### src/rtl/keypad_scan_source.sv
// 4x4 matrix keypad scanner with whole-scan debounce. Produces a 6-bit status word
// {key_down, press_pulse, code} for a Nios II edge-capture PIO.
module keypad_scan_source #(
    parameter int unsigned SCAN_DIV       = 50000,
    parameter int unsigned DEBOUNCE_SCANS = 4
) (
    input  logic       clk,
    input  logic       reset,
    input  logic [3:0] col_n,
    output logic [3:0] row_n,
    output logic [5:0] key_out
);

    localparam int                DIV_W      = 20;
    localparam logic [DIV_W-1:0]  DIV_LAST   = DIV_W'(SCAN_DIV - 1);
    localparam logic [3:0]        DEB_TARGET = 4'(DEBOUNCE_SCANS);

    typedef enum logic [1:0] {
        RES_NONE  = 2'd0,
        RES_KEY   = 2'd1,
        RES_MULTI = 2'd2
    } res_kind_e;

    typedef struct packed {
        res_kind_e  kind;
        logic [3:0] code;
    } scan_res_t;

    localparam scan_res_t RES_IDLE = '{kind: RES_NONE, code: 4'd0};

    logic [3:0]       colMeta_q;
    logic [3:0]       cols_q;
    logic [DIV_W-1:0] div_q,      div_d;
    logic [1:0]       rowIdx_q,   rowIdx_d;
    logic [3:0]       rowN_q,     rowN_d;
    logic [1:0]       accCount_q, accCount_d;
    logic [3:0]       accCode_q,  accCode_d;
    scan_res_t        result_q,   result_d;
    logic             eval_q,     eval_d;
    scan_res_t        prevRes_q,  prevRes_d;
    logic [3:0]       stable_q,   stable_d;
    logic             keyDown_q,  keyDown_d;
    logic [3:0]       keyCode_q,  keyCode_d;
    logic             pulse_q,    pulse_d;

    logic       rowStep;
    logic [2:0] rowPop;
    logic [1:0] colLast;
    logic [2:0] scanTotal;
    logic [3:0] codeNow;
    logic       resMatch;
    logic [3:0] stableNew;
    logic       accept;

    // Active-column count and highest active column index for the row being sampled.
    always_comb begin
        rowPop  = 3'd0;
        colLast = 2'd0;
        for (int i = 0; i < 4; i++) begin
            if (!cols_q[i]) begin
                rowPop  = rowPop + 3'd1;
                colLast = 2'(i);
            end
        end
    end

    assign rowStep   = (div_q == DIV_LAST);
    assign scanTotal = {1'b0, accCount_q} + rowPop;
    assign codeNow   = (rowPop != 3'd0) ? {rowIdx_q, colLast} : accCode_q;

    // Row stepping and per-scan accumulation; the count saturates at 2 since only 0/1/many matter.
    always_comb begin
        div_d      = rowStep ? '0 : div_q + DIV_W'(1);
        rowIdx_d   = rowStep ? rowIdx_q + 2'd1 : rowIdx_q;
        rowN_d     = rowStep ? {rowN_q[2:0], rowN_q[3]} : rowN_q;
        accCount_d = accCount_q;
        accCode_d  = accCode_q;
        result_d   = result_q;
        eval_d     = 1'b0;
        if (rowStep) begin
            if (rowIdx_q == 2'd3) begin
                eval_d     = 1'b1;
                accCount_d = 2'd0;
                accCode_d  = 4'd0;
                if (scanTotal == 3'd0) begin
                    result_d = RES_IDLE;
                end else if (scanTotal == 3'd1) begin
                    result_d.kind = RES_KEY;
                    result_d.code = codeNow;
                end else begin
                    result_d.kind = RES_MULTI;
                    result_d.code = 4'd0;
                end
            end else begin
                accCount_d = (scanTotal >= 3'd2) ? 2'd2 : scanTotal[1:0];
                accCode_d  = codeNow;
            end
        end
    end

    // Debounce fires once, on the exact scan that reaches the target count.
    always_comb begin
        resMatch  = (result_q == prevRes_q);
        stableNew = !resMatch ? 4'd1 :
                    (stable_q == 4'd15) ? 4'd15 : stable_q + 4'd1;
        accept    = eval_q && (stableNew == DEB_TARGET);
        prevRes_d = eval_q ? result_q : prevRes_q;
        stable_d  = eval_q ? stableNew : stable_q;
        keyDown_d = keyDown_q;
        keyCode_d = keyCode_q;
        pulse_d   = 1'b0;
        if (accept) begin
            if (result_q.kind == RES_KEY && !keyDown_q) begin
                keyDown_d = 1'b1;
                keyCode_d = result_q.code;
                pulse_d   = 1'b1;
            end else if (result_q.kind == RES_NONE && keyDown_q) begin
                keyDown_d = 1'b0;
            end
        end
    end

    always_ff @(posedge clk) begin
        if (reset) begin
            colMeta_q  <= 4'hF;
            cols_q     <= 4'hF;
            div_q      <= '0;
            rowIdx_q   <= 2'd0;
            rowN_q     <= 4'b1110;
            accCount_q <= 2'd0;
            accCode_q  <= 4'd0;
            result_q   <= RES_IDLE;
            eval_q     <= 1'b0;
            prevRes_q  <= RES_IDLE;
            stable_q   <= 4'd0;
            keyDown_q  <= 1'b0;
            keyCode_q  <= 4'd0;
            pulse_q    <= 1'b0;
        end else begin
            colMeta_q  <= col_n;
            cols_q     <= colMeta_q;
            div_q      <= div_d;
            rowIdx_q   <= rowIdx_d;
            rowN_q     <= rowN_d;
            accCount_q <= accCount_d;
            accCode_q  <= accCode_d;
            result_q   <= result_d;
            eval_q     <= eval_d;
            prevRes_q  <= prevRes_d;
            stable_q   <= stable_d;
            keyDown_q  <= keyDown_d;
            keyCode_q  <= keyCode_d;
            pulse_q    <= pulse_d;
        end
    end

    assign row_n   = rowN_q;
    assign key_out = {keyDown_q, pulse_q, keyCode_q};

endmodule

### config.mk
export PLATFORM = sky130hd
export DESIGN_NAME = keypad_scan_source
export DESIGN_NICKNAME = d
export VERILOG_FILES = /design/src/rtl/keypad_scan_source.sv
export SDC_FILE = /design/constraint.sdc
export NUM_CORES = 1
export LEC_CHECK = 0
export ABC_CLOCK_PERIOD_IN_PS = 4100
export BUFFER_PORTS_ARGS = -buffer_cell sky130_fd_sc_hd__buf_2
export CORE_MARGIN = 8
export CORE_UTILIZATION = 60
export CTS_CLUSTER_DIAMETER = 100
export CTS_CLUSTER_SIZE = 40
export DETAILED_ROUTE_END_ITERATION = 12
export HOLD_SLACK_MARGIN = 0.1
export PLACE_DENSITY_LB_ADDON = 0.25
export SETUP_SLACK_MARGIN = 0.02
export SYNTH_ARGS = -nofsm -noshare
export SYNTH_HDL_FRONTEND = slang
export SYNTH_SLANG_ARGS = --single-unit
### constraint.sdc
create_clock -name clk -period 4.1 [get_ports clk]
set_input_delay 0.205 -clock clk [delete_from_list [all_inputs] [get_ports clk]]
set_output_delay 0.205 -clock clk [all_outputs]
set_load 0.005 [all_outputs]
==> metrics.md <==
| Metric | Value |
|---|---|
| Status | completed |
| # rows | 25 |
| Post-synth EDFFs | 0 |
| Inserted Diodes | 0 |
| Gpl congestion | 0.8306 |
| # DRC | 0 |
| Register area share after synthesis | 43.62% |
| Sw frac | 22.57% |
| Startpoint types | flip-flop |
| Tot Pwr | 1.151 mW |
| DRT iter0 DRCs | 136 |
| Met3 usage | 5.309% |
| Critical path endpoint category | flip-flop |
| Storage cell area | 1261 sq um |
| Fillcell total | 383 |
| Ys async rst share | 0% |
| Max Cap Viol | 0 |
| Wirelength per Cell | 13.60 um |
| WP data required | 4360 ps |
| PD cells | 364.0 nW/um^2 |
| Post-CTS Setup Bufs | 0 |
| CP Data Arrival Time | 3500 ps |
| Clk pwr share | 41.6% |
| Clk sinks | 63 |
| DRT Wirelength | 5.250 mm |
| Layout cells sized above 1 | 13.25% |
| H-tree levels | 3 |
| Met2 usage | 26.16% |
| Worst reg2reg setup slack | 860 ps |
| Post-cts resize count | 0 |
| Global Route met1 Usage | 17.22% |
| Busiest grt layer | met2 |
| Setup violators final | 0 |
| Combinational group share of total power | 4.3% |
| Kind of critical path | flip-flop to flip-flop |
| Die Span Y | 85.42 um |
| Initial antenna violation count | 0 |
| First-pass GRT wire length | 9.121 mm |
| Average cell area after synthesis | 9.179 sq um |
| Initial Utilization | 61.63% |
| NetSw | 0.2599 mW |
| Slew headroom | 50.25% |
| Setup Skew | 9.699 ps |
| Largest net degree at the start of global routing | 49 |
| Final Critical Period | 3240 ps |
| Die width | 85.42 um |
| # port buffers | 15 |
| Placeable Area | 4692 sq um |
| RSZ-0062 raised after global routing | false |
| Area delta synth->final | 9.390% |
| Internal | 0.8915 mW |
| Clock root cell | clkbuf_8 |
| Largest fanout on the critical path | 10 |
| Final Max Slew Viols | 0 |
| Max clock buf depth | 2 |
| Setup_tns | 0 ps |
| Detail Route Antenna Nets | 0 |
| CTS tree | yes |
| Util after Layout | 67.41% |
| Vias in the first global route | 2,081 |
| Non-Filler Instances | 386 |
| Die area | 7297 sq um |
| Leak | 1.206 nW |
| Mapped Cells | 315 |
| Hold Violations, Final | 0 |
| TritonCTS Buffers | 9 |
| Fmax achieved | 308.6 MHz |
| Worst-Margin Slew | 746.2 ps |
| Skew-Pair Late Insertion Delay | 330 ps |
| Total global-route track usage | 15.45% |
| Vias per cell | 5.560 |
| GRT Residual Overflow | 0 |
| Syn. warnings | 0 |
| Drt pass-1 iters | 4 |
| Number of distinct library cells after synthesis | 47 |
| Footprint of the multi-input gates | 1516 sq um |
| Peak VDD IR | 0.0002132 V |
| DP HPWL | 3.536 mm |
| Placed Cells | 366 |
| Main synth FF type | dfxtp_1 |
| I/O pins | 16 |
| Via count | 2,146 |
| Min-delay worst type | flip-flop to flip-flop |
| Synth Register Bits | 63 |
| Clock transition at path regs | 70 ps |
| Fraction of the cycle the final worst path needs | 79.03% |
| Post-synthesis cell area | 2892 sq um |
| NumNets Final | 341 |
| Hold_buf cts | 4 |
| Syn_nets | 329 |
| Register share of total power | 54.1% |
## synthesized netlist by cell type, types with 2 or more instances
cell type | count | area [sq um]
a211oi_1 | 4 | 30.03
a21oi_1 | 9 | 45.04
and3_1 | 4 | 25.02
and3b_1 | 2 | 17.52
buf_2 | 3 | 15.01
buf_4 | 2 | 15.01
clkbuf_1 | 11 | 41.29
dfxtp_1 | 63 | 1261
ha_1 | 7 | 87.58
inv_1 | 7 | 26.28
mux2_2 | 3 | 33.78
mux2i_1 | 13 | 130.1
nand2_1 | 18 | 67.56
nand2b_1 | 9 | 56.30
nand3_1 | 15 | 75.07
nand3b_1 | 8 | 60.06
nand4_1 | 5 | 31.28
nor2_1 | 41 | 153.9
nor2b_1 | 5 | 31.28
nor3_1 | 6 | 30.03
nor3b_1 | 3 | 22.52
nor4_1 | 4 | 25.02
o21ai_0 | 7 | 35.03
o22ai_1 | 3 | 18.77
o32ai_1 | 2 | 17.52
or2_2 | 8 | 50.05
or2b_1 | 2 | 15.01
or3_1 | 5 | 31.28
xnor2_1 | 19 | 166.4
xor2_1 | 10 | 87.58
## final cells by class
| type | count | area share [%] |
|---|---|---|
| multi-input cells | 227 | 47.94 |
| flip-flops and latches | 63 | 39.87 |
| clock buffers | 13 | 5.024 |
| repair buffers | 19 | 3.639 |
| well taps | 54 | 2.136 |
| inverters | 7 | 0.8307 |
| clock inverters | 3 | 0.5538 |
## routing by layer
metal | share of wire (%) | routed length [um] | up-vias
met5 | 0 | 0 | -
met4 | 1.2 | 65 | 0
met3 | 3.1 | 165 | 7
met2 | 49 | 2554 | 28
met1 | 47 | 2464 | 1008
li1 | - | - | 1103
## metrics by stage
stage | setup slack, ps | cell area (sq um) | hold WS (ps)
final | 859.8 | 3163 | 413.6
after global routing | 660.5 | 3163 | 426.1
after CTS | 841.3 | 3163 | 414.2
after detailed placement | 881.3 | 2947 | 395.1
after global placement | 1002 | 2947 | 390.3
after floorplan | 1007 | 2892 | 308.8
## cells in the final DEF (no fill, tap or decap), types with 5 or more instances in the layout
cell type / count
nand2_1: 18
dfxtp_1: 63
buf_2: 15
nor2_1: 41
nor2b_1: 5
or2_2: 8
a21oi_1: 9
nand3_1: 15
mux2i_1: 13
inv_1: 7
xnor2_1: 19
nand3b_1: 8
nand2b_1: 9
o21ai_0: 7
xor2_1: 10
nand4_1: 5
nor3_1: 6
ha_1: 7
or3_1: 5
clkbuf_8: 11
## flip-flops by register name, summed over array words and instances (netlist names)
| name | cells |
|---|---|
| eval_q | 1 |
| keyDown_q | 1 |
| result_q | 6 |
| cols_q | 4 |
| colMeta_q | 4 |
| accCode_q | 4 |
| stable_q | 4 |
| accCount_q | 2 |
| rowIdx_q | 2 |
| keyCode_q | 4 |
| pulse_q | 1 |
| row_n | 4 |
| prevRes_q | 6 |
| div_q | 20 |
## final timing paths
kind,cells past startpoint,end,start
setup / recovery,10,result_q[2]$_SDFFE_PP0P_,cols_q[0]$_SDFF_PP1_
setup reg to reg,10,result_q[2]$_SDFFE_PP0P_,cols_q[0]$_SDFF_PP1_
hold reg to reg,1,cols_q[3]$_SDFF_PP1_,colMeta_q[3]$_SDFF_PP1_
hold / removal,1,cols_q[3]$_SDFF_PP1_,colMeta_q[3]$_SDFF_PP1_
## kinds of logic (layout without fill, tap and decap cells)
family | Yosys count | after routing | synth area share (%)
adder cells (fa/ha/maj) | 8 | 8 | 3.721
flip-flops | 63 | 63 | 43.62
AND/OR/NAND/NOR | 143 | 143 | 27.00
buffers and inverters | 25 | 42 | 3.937
XOR/XNOR | 30 | 30 | 9.563
multiplexers | 16 | 16 | 5.668
AO/OA/AOI/OAI | 30 | 30 | 6.491
## critical path, cell delays in order (launching register included)
cell,delay (ps)
dfxtp_1,330
inv_1,50
ha_1,390
xnor2_1,280
ha_1,320
mux2_2,290
fa_1,380
xnor3_1,390
nand3b_1,150
or3b_4,420
o22ai_1,170
## power by group through the flow
| stage | combinational [mW] | sequential [mW] | clock, mW |
|---|---|---|---|
| floorplan | 0.0395 | 0.634 | 0 |
| finish | 0.0498 | 0.623 | 0.479 |
| global placement | 0.0457 | 0.636 | 0 |
| detailed placement | 0.0466 | 0.637 | 0 |
| global route | 0.0555 | 0.624 | 0.517 |
| CTS | 0.0499 | 0.623 | 0.488 |
No activity file was read; power rests on OpenSTA's default activity.
